--- src/rtl/multi_operand_adder_pipe_pkg.sv ---
// Shared sizing helpers and types for the pipelined multi-operand adder.
// The carry width grows with the operand count so the full-precision sum always fits.
package multi_operand_adder_pipe_pkg;

   localparam int DEF_WIDTH   = 32;
   localparam int DEF_NUM_OPS = 3;

   function automatic int calc_cw(input int num_ops);
      return (num_ops <= 2) ? 1 : $clog2(num_ops);
   endfunction

   function automatic int calc_out_w(input int width, input int num_ops);
      return width + calc_cw(num_ops);
   endfunction

   localparam int DEF_OUT_W = calc_out_w(DEF_WIDTH, DEF_NUM_OPS);

   typedef logic [DEF_OUT_W-1:0] res_t;

   typedef struct packed {
      logic acc;
      logic clr;
   } ctrl_t;

endpackage

--- src/rtl/multi_operand_adder_pipe_if.sv ---
// Operand/result bundle with valid/ready on both sides of the adder pipeline.
// slave is the adder's view, master is the producer/consumer view.
interface multi_operand_adder_pipe_if
   import multi_operand_adder_pipe_pkg::*;
#(
   parameter int WIDTH   = DEF_WIDTH,
   parameter int NUM_OPS = DEF_NUM_OPS
);
   localparam int CW = calc_cw(NUM_OPS);

   logic                     in_valid;
   logic                     in_ready;
   logic [NUM_OPS*WIDTH-1:0] in_ops;
   logic                     in_cin;
   logic                     in_acc;
   logic                     in_clr;
   logic                     out_valid;
   logic                     out_ready;
   logic [WIDTH-1:0]         out_sum;
   logic [CW-1:0]            out_cout;
   logic                     acc_ovf;

   modport slave (
      input  in_valid, in_ops, in_cin, in_acc, in_clr, out_ready,
      output in_ready, out_valid, out_sum, out_cout, acc_ovf
   );

   modport master (
      output in_valid, in_ops, in_cin, in_acc, in_clr, out_ready,
      input  in_ready, out_valid, out_sum, out_cout, acc_ovf
   );

endinterface

--- src/rtl/multi_operand_adder_pipe_csa_3to2.sv ---
// One row of 3:2 carry-save compression; the carry vector is pre-shifted into place.
module multi_operand_adder_pipe_csa_3to2 #(
   parameter int W = 8
) (
   input  logic [W-1:0] a,
   input  logic [W-1:0] b,
   input  logic [W-1:0] c,
   output logic [W-1:0] s,
   output logic [W-1:0] co
);

   logic [W-1:0] maj;

   assign s   = a ^ b ^ c;
   assign maj = (a & b) | (a & c) | (b & c);
   // the dropped top carry bit lies above the result width, so the sum is exact mod 2^W
   assign co  = maj << 1;

endmodule

--- src/rtl/multi_operand_adder_pipe.sv ---
// Pipelined NUM_OPS-operand adder with carry-in, full backpressure and running accumulate.
// CSA reduction feeds the first register; the carry-propagate add and accumulate sit in the last stage.
module multi_operand_adder_pipe
   import multi_operand_adder_pipe_pkg::*;
#(
   parameter int WIDTH       = 32,
   parameter int NUM_OPS     = 3,
   parameter int PIPE_STAGES = 2
) (
   input logic                         clk,
   input logic                         rst_n,
   multi_operand_adder_pipe_if.slave   bus
);

   localparam int CW    = calc_cw(NUM_OPS);
   localparam int OUT_W = WIDTH + CW;
   localparam int NV    = NUM_OPS + 1;

   logic             stall;
   logic             out_valid_q;
   logic [OUT_W-1:0] res_q;
   logic [OUT_W-1:0] acc_q;
   logic             ovf_q;

   assign stall = out_valid_q && !bus.out_ready;

   // carry-in rides along as one more operand into the CSA chain
   logic [OUT_W-1:0] opv [NV];

   always_comb begin
      for (int k = 0; k < NUM_OPS; k++) begin
         opv[k] = OUT_W'(bus.in_ops[k*WIDTH +: WIDTH]);
      end
      opv[NUM_OPS] = OUT_W'(bus.in_cin);
   end

   for (genvar g = 0; g < NV - 2; g++) begin : g_lvl
      logic [OUT_W-1:0] s;
      logic [OUT_W-1:0] c;
      if (g == 0) begin : g_first
         multi_operand_adder_pipe_csa_3to2 #(.W(OUT_W)) u_csa (
            .a(opv[0]), .b(opv[1]), .c(opv[2]), .s(s), .co(c)
         );
      end else begin : g_next
         multi_operand_adder_pipe_csa_3to2 #(.W(OUT_W)) u_csa (
            .a(g_lvl[g-1].s), .b(g_lvl[g-1].c), .c(opv[g+2]), .s(s), .co(c)
         );
      end
   end

   logic [OUT_W-1:0] red_s, red_c;
   ctrl_t            in_ctrl;

   assign red_s   = g_lvl[NV-3].s;
   assign red_c   = g_lvl[NV-3].c;
   assign in_ctrl = '{acc: bus.in_acc, clr: bus.in_clr};

   logic             f_valid;
   logic [OUT_W-1:0] f_s, f_c;
   ctrl_t            f_ctrl;

   if (PIPE_STAGES > 1) begin : g_mid
      localparam int NM = PIPE_STAGES - 1;
      logic             v_q   [NM];
      logic [OUT_W-1:0] s_q   [NM];
      logic [OUT_W-1:0] c_q   [NM];
      ctrl_t            ctl_q [NM];

      always_ff @(posedge clk or negedge rst_n) begin
         if (!rst_n) begin
            for (int i = 0; i < NM; i++) begin
               v_q[i]   <= 1'b0;
               s_q[i]   <= '0;
               c_q[i]   <= '0;
               ctl_q[i] <= '0;
            end
         end else if (!stall) begin
            v_q[0]   <= bus.in_valid;
            s_q[0]   <= red_s;
            c_q[0]   <= red_c;
            ctl_q[0] <= in_ctrl;
            for (int i = 1; i < NM; i++) begin
               v_q[i]   <= v_q[i-1];
               s_q[i]   <= s_q[i-1];
               c_q[i]   <= c_q[i-1];
               ctl_q[i] <= ctl_q[i-1];
            end
         end
      end

      assign f_valid = v_q[NM-1];
      assign f_s     = s_q[NM-1];
      assign f_c     = c_q[NM-1];
      assign f_ctrl  = ctl_q[NM-1];
   end else begin : g_direct
      assign f_valid = bus.in_valid;
      assign f_s     = red_s;
      assign f_c     = red_c;
      assign f_ctrl  = in_ctrl;
   end

   logic [OUT_W-1:0] r_cpa, acc_base;
   logic [OUT_W:0]   acc_sum;
   logic             ovf_base;

   assign r_cpa    = f_s + f_c;
   assign acc_base = f_ctrl.clr ? '0 : acc_q;
   assign acc_sum  = {1'b0, acc_base} + {1'b0, r_cpa};
   assign ovf_base = !f_ctrl.clr && ovf_q;

   // acc_q is only touched on final-stage loads, so adjacent accumulates chain through it directly
   always_ff @(posedge clk or negedge rst_n) begin
      if (!rst_n) begin
         out_valid_q <= 1'b0;
         res_q       <= '0;
         acc_q       <= '0;
         ovf_q       <= 1'b0;
      end else if (!stall) begin
         out_valid_q <= f_valid;
         if (f_valid) begin
            if (f_ctrl.acc) begin
               res_q <= acc_sum[OUT_W-1:0];
               acc_q <= acc_sum[OUT_W-1:0];
               ovf_q <= ovf_base | acc_sum[OUT_W];
            end else begin
               res_q <= r_cpa;
               acc_q <= acc_base;
               ovf_q <= ovf_base;
            end
         end
      end
   end

   assign bus.in_ready  = !stall;
   assign bus.out_valid = out_valid_q;
   assign bus.out_sum   = res_q[WIDTH-1:0];
   assign bus.out_cout  = res_q[OUT_W-1:WIDTH];
   assign bus.acc_ovf   = ovf_q;

endmodule

--- src/flat_wrapper.sv ---
// flat-port wrapper written by rule: the top's interface ports become plain ports
module multi_operand_adder_pipe_flat import multi_operand_adder_pipe_pkg::*;
#(
   parameter int WIDTH       = 32,
   parameter int NUM_OPS     = 3,
   parameter int PIPE_STAGES = 2
)
  (clk, rst_n, bus_in_valid, bus_in_ops, bus_in_cin, bus_in_acc, bus_in_clr, bus_out_ready, bus_in_ready, bus_out_valid, bus_out_sum, bus_out_cout, bus_acc_ovf);
  multi_operand_adder_pipe_if #(.WIDTH(WIDTH), .NUM_OPS(NUM_OPS)) bus_i ();
  input logic clk;
  input logic rst_n;
  input wire logic [$bits(bus_i.in_valid)-1:0] bus_in_valid;
  input wire logic [$bits(bus_i.in_ops)-1:0] bus_in_ops;
  input wire logic [$bits(bus_i.in_cin)-1:0] bus_in_cin;
  input wire logic [$bits(bus_i.in_acc)-1:0] bus_in_acc;
  input wire logic [$bits(bus_i.in_clr)-1:0] bus_in_clr;
  input wire logic [$bits(bus_i.out_ready)-1:0] bus_out_ready;
  output wire logic [$bits(bus_i.in_ready)-1:0] bus_in_ready;
  output wire logic [$bits(bus_i.out_valid)-1:0] bus_out_valid;
  output wire logic [$bits(bus_i.out_sum)-1:0] bus_out_sum;
  output wire logic [$bits(bus_i.out_cout)-1:0] bus_out_cout;
  output wire logic [$bits(bus_i.acc_ovf)-1:0] bus_acc_ovf;
  assign bus_i.in_valid = bus_in_valid;
  assign bus_i.in_ops = bus_in_ops;
  assign bus_i.in_cin = bus_in_cin;
  assign bus_i.in_acc = bus_in_acc;
  assign bus_i.in_clr = bus_in_clr;
  assign bus_i.out_ready = bus_out_ready;
  assign bus_in_ready = bus_i.in_ready;
  assign bus_out_valid = bus_i.out_valid;
  assign bus_out_sum = bus_i.out_sum;
  assign bus_out_cout = bus_i.out_cout;
  assign bus_acc_ovf = bus_i.acc_ovf;
  multi_operand_adder_pipe #(.WIDTH(WIDTH), .NUM_OPS(NUM_OPS), .PIPE_STAGES(PIPE_STAGES)) u_core (.clk(clk), .rst_n(rst_n), .bus(bus_i));
endmodule
--- config.mk ---
export PLATFORM = sky130hd
export DESIGN_NAME = multi_operand_adder_pipe_flat
export DESIGN_NICKNAME = d
export VERILOG_FILES = /design/src/rtl/multi_operand_adder_pipe_pkg.sv /design/src/rtl/multi_operand_adder_pipe_if.sv /design/src/rtl/multi_operand_adder_pipe_csa_3to2.sv /design/src/rtl/multi_operand_adder_pipe.sv /design/src/flat_wrapper.sv
export SDC_FILE = /design/constraint.sdc
export NUM_CORES = 1
export LEC_CHECK = 0
export CAP_MARGIN = 20
export CORE_UTILIZATION = 56
export CTS_BUF_LIST = sky130_fd_sc_hd__clkbuf_16
export CTS_CLUSTER_DIAMETER = 150
export DETAILED_ROUTE_END_ITERATION = 7
export GPL_TIMING_DRIVEN = 0
export HOLD_SLACK_MARGIN = 0.03
export PLACE_DENSITY = 0.91
export SLEW_MARGIN = 20
export SYNTH_ARGS = -nofsm -noshare
export SYNTH_HDL_FRONTEND = slang
export SYNTH_SLANG_ARGS = --single-unit
--- constraint.sdc ---
create_clock -name clk -period 4.95 [get_ports clk]
set_input_delay 0.495 -clock clk [delete_from_list [all_inputs] [get_ports clk]]
set_output_delay 0.495 -clock clk [all_outputs]
set_load 0.01 [all_outputs]
# After elaboration in Yosys (flattened, before gate mapping)
# Index checks and enable logic that the tools add are counted.
# totals
ff_bits	140
mem_bits_ro	0
n_memories	0
output_inout_bits	37
wordCells	37
ram_bits	0
latch_bits	0
# classes
muxes	4
n_lt_le_gt_ge	0
shift	0
eq_ne	0
mul	0
bitwise	16
reduce_logical	6
n_addsub	2
n_div	0
# op_table
cell	n
two-way mux 34 bit	3
bitwise AND 32 bit	3
bitwise AND 33 x 1 -> 33 bit	2
bitwise OR 33 bit	2
bitwise OR 32 bit	2
XOR 32 bit	2
adder 34 x 34 -> 35 bit	1
adder 34 bit	1
XOR 34 x 1 -> 34 bit	1
bitwise AND 33 bit	1
XOR 32 x 33 -> 33 bit	1
logical NOT 1 bit	3
logical AND 1 bit	2
AND reduction 2 bit	1
two-way mux 1 bit	1
NOT 1 bit	1
bitwise OR 1 bit	1

# Depth between registers and ports, before layout
# logic_depth
depth_word	6
ltp_mapped	23
depth_no_buf	22

# Modules after synthesis
# Synthesis repeated with hierarchy kept, for this count alone.
# unflattened
hier_cells	1115
hier_area_um2	10373.7
# modules_own_cells
module	area_per_inst_um2	instances	cells_each
multi_operand_adder_pipe	8982.4	1	1043
multi_operand_adder_pipe_csa_3to2	695.7	2	36

# Worst setup path before layout
# OpenSTA, ideal clock, no wires.
# synth_path
path_type	reg2reg
start	register u_core.g_mid.c_q, in the netlist u_core.f_c[1]
end	register u_core.res_q[30]
slack_ns	0.751
required_ns	4.824
path_stages_with_launch	24
path_buffers	1
arrival_ns	4.073
path_cell_list	dfrtp_1 -> ha_1 -> inv_1 -> fa_1 -> nor2b_1 -> o31a_1 -> o41ai_2 -> o21ai_1 -> nor3b_1 -> o21ai_0 -> a21oi_1 -> xor2_1 -> ha_1 -> clkbuf_1 -> a21oi_1 -> o21ai_1 -> o21bai_1 -> a21oi_1 -> or2_1 -> o211a_1 -> o22ai_1 -> xor2_1 -> nor2_1 -> a221o_1
# synth_between
elab_chain_cells	3
# synth_rtl
item	line	source
from (decl)	multi_operand_adder_pipe.sv:66	logic [OUT_W-1:0] c_q [NM];
from (signal, indexed assignment)	multi_operand_adder_pipe.sv:85	c_q[i] <= c_q[i-1];
adder 34 bit *	multi_operand_adder_pipe.sv:106	assign r_cpa = f_s + f_c;
adder 34 x 34 -> 35 bit	multi_operand_adder_pipe.sv:108	assign acc_sum = {1'b0, acc_base} + {1'b0, r_cpa};
two-way mux 34 bit *	multi_operand_adder_pipe.sv:121	if (f_ctrl.acc) begin
to (signal assigned)	multi_operand_adder_pipe.sv:122	res_q <= acc_sum[OUT_W-1:0];
to (signal assigned)	multi_operand_adder_pipe.sv:126	res_q <= r_cpa;
to (decl)	multi_operand_adder_pipe.sv:21	logic [OUT_W-1:0] res_q;
# Mark *: on every way between the ends. The rest lies on a longest branch, timed or not.
# A chain may end at the register's enable or synchronous reset.

# Worst setup path in the final report
# Same ends and word-level chain as after synthesis.

==> metrics.cfg <==
[outcome]
outcome=finished clean

[sta]
period_needed_ps=4781
slew_violations=0
timing.hold.ws_ps=473.5
fmax_ghz=0.2091
rsz0062_at_grt=yes
setup_tns_ps=0
setup_viol=0
tightest_slew_ps=749.1
min_period_over_period_pct=96.59
hold_viol_final=0
relSlewSlack_pct=50.06
clock_skew_ps=10.62

[cts]
cts_buffers=17
root_buffer=clkbuf_16
clk_path_buf_depth=2
clkSinkCount=138
clk_pin_slew_ps=60
cts_tree=done
clk_latency_ps=440
htree_levels=4

[final_layout]
nets=1482
antenna_cells=0
final_area_mm2=0.01234
post-route-util_pct=71.60
drive_gt1_share_pct=5.397
area_growth_syn_to_layout_pct=25.05

[floorplanning]
start_util_pct=57.25
die_w_um=134.7
die-area_mm2=0.01816
die_h_um=134.7
io_pins=140
rows=48
fp.coreArea_mm2=0.01724

[yosys]
synth_cell_types=59
synthCells=1087
yosys.area.top_type=dfrtp_1
yosysSeqAreaShare_pct=34.99
syn-num-nets=1322
async_reset_ff_share_pct=100.0
ys_warn_count=0
synth_area_leaders=dfrtp_1 35%, ha_1 12%, nand2_1 10%
synth-edff-count=0
syn_area_per_cell_um2=9.078
synth_flop_cell=dfrtp_1
synth_top_area_share_pct=34.99
synth-seq-cells=138
synth_area_mm2=0.009868

[critical_path]
critPathKind=flip-flop to flip-flop
worst_ep_required_time_ps=5270
slowest_stage=fa_1
cp-end-kind=flip-flop
worst-path-buf-inv=1
r2r_cells=20
cp_max_fo=5
worst_ep_arrival_time_ps=5100
start_kind=flip-flop
path_depth=20
worstPathCellList=ha_1 > inv_1 > fa_1 > nor2b_1 > o31a_1 > o41ai_4 > o21ai_2 > a31oi_1 > xnor2_1 > ha_1 > a21oi_1 > nor2_1 > o21bai_1 > a21oi_1 > or2_1 > o211a_1 > o22ai_1 > xor2_1 > nor2_1 > a221o_1
cpPeakStageDelay_ps=420
critical-path-top-delay-family=compound AO/OA/AOI/OAI gates

[placement]
io_buffers=139
dp_hpwl_mm=19.79
place_congestion=0.9136
dpl-instance-area_mm2=0.01157

[pwr]
p_leak_nw=6.033
peakVddDrop_uv=353.6
power_frac_comb_pct=56.4
p_per_area_mw_per_mm2=567.9
switchingPower_mw=2.951
p_int_mw=4.057
fin_total_pwr_mw=7.008
seq_power_share_pct=24.5
clockPowerShare_pct=19.2
swShare_pct=42.11

[drt]
wl_per_cell_um=17.59
postRouteAntennaNets=0
first_iter_violations=817
via_count=8789
drc=0
wl_mm=26.12
vias_per_cell=5.919
drt_first_pass_iters=6

[min_path]
whs_path_depth=1
min_path_type=flip-flop to flip-flop

[global_route]
grt.overflow.total=0
first_global_vias=8583
grt_max_degree=88
grt_pass1_wl_mm=42.37
grt.total_usage_pct=29.94
antenna_found_initial=0

[flow_run]
cap_violations=0

final cells by class:
cell class,count,area (um2)
Fill cell,1219,4896
Buffer,43,161.4
Sequential cell,138,3453
Clock buffer,17,425.4
Timing Repair Buffer,148,1486
Tap cell,225,281.5
Clock inverter,15,181.4
Inverter,23,86.33
Multi-Input combinational cell,876,6265
logic make-up (layout without fill, tap and decap cells):
kind of cell | Yosys count | count (layout) | share of synthesized area (%)
simple gates | 406 | 406 | 17.84
compound gates | 263 | 263 | 18.12
flops | 138 | 138 | 34.99
fa+ha+maj | 132 | 132 | 19.32
buf+inv | 73 | 246 | 2.777
xor+xnor | 52 | 52 | 4.615
mux | 23 | 23 | 2.333
per-stage QoR:
| step | setup slack [ps] | std cells |
|---|---|---|
| floorplan | 751.2 | 1087 |
| global placement | -1917 | 1451 |
| detailed placement | -70.44 | 1452 |
| CTS | 25.33 | 1485 |
| global route | -56.42 | 1485 |
| finish | 168.6 | 1485 |
final timing paths:
check / start / to / slack, ps
setup / recovery: u_core.f_c[1]$_DFFE_PN0N_ / u_core.res_q[30]$_DFFE_PN0P_ / 170
hold / removal: u_core.acc_q[31]$_DFFE_PN0P_ / u_core.acc_q[31]$_DFFE_PN0P_ / 470
setup reg to reg: u_core.f_c[1]$_DFFE_PN0N_ / u_core.res_q[30]$_DFFE_PN0P_ / 170
hold reg to reg: u_core.acc_q[31]$_DFFE_PN0P_ / u_core.acc_q[31]$_DFFE_PN0P_ / 470
max in group asynchronous: rst_n / u_core.res_q[16]$_DFFE_PN0P_ / 3640
min in group asynchronous: rst_n / u_core.f_c[9]$_DFFE_PN0N_ / 580
what timing repair did:
item,4_1_cts,5_1_grt
setup endpoints to repair,2,16
hold buffers,1,0
gates resized for setup,2,22
pin swaps,0,7
buffers inserted,0,7
endpoints found under the hold margin,51,0
cell usage in the layout (no fill, tap or decap), drive strengths merged, types with 14 or more instances in the layout:
cell type	synthesis	layout
nor2	35	35
xnor2	33	33
a21oi	58	58
dfrtp	138	138
nor2b	38	38
nand2	275	275
mux2i	23	23
o21ai	59	59
xor2	19	19
ha	98	98
clkdlybuf4s50	0	138
buf	5	14
a21o	42	42
inv	23	23
fa	34	34
clkbuf	45	55
a22o	27	27
cells in the mapped netlist, types with 13 or more instances:
cell	number
nand2_1	275
xnor2_1	33
xor2_1	19
nor2b_1	38
nor2_1	35
clkbuf_1	45
a22o_1	27
dfrtp_1	138
ha_1	98
fa_1	34
a21oi_1	57
a21o_1	42
mux2i_1	23
o21ai_0	54
o21a_1	13
inv_1	23
metal layers:
layer  vias up  part of all wire, %  track usage [%]
met5         -                    0                0
met4         0                  2.6            12.17
met3        64                  5.6            4.017
met2       381                   48            48.17
met1      4244                   44            40.96
li1       4100                    -                -
power by group through the flow:
stage | combinational (mW) | sequential (mW) | clock [mW]
floorplan | 2.58 | 1.72 | 0
global placement | 3.62 | 1.70 | 0
detailed placement | 3.72 | 1.72 | 0
CTS | 3.77 | 1.71 | 1.35
global route | 4.34 | 1.75 | 1.39
finish | 3.95 | 1.71 | 1.34
state kept, by name, summed over array words and instances (netlist names):
signal                cells
u_core.bus.out_valid      1
u_core.res_q             34
u_core.f_ctrl             2
u_core.bus.acc_ovf        1
u_core.f_c               32
u_core.f_s               33
u_core.acc_q             34
u_core.f_valid            1
Power figures use the tool's default switching activity.
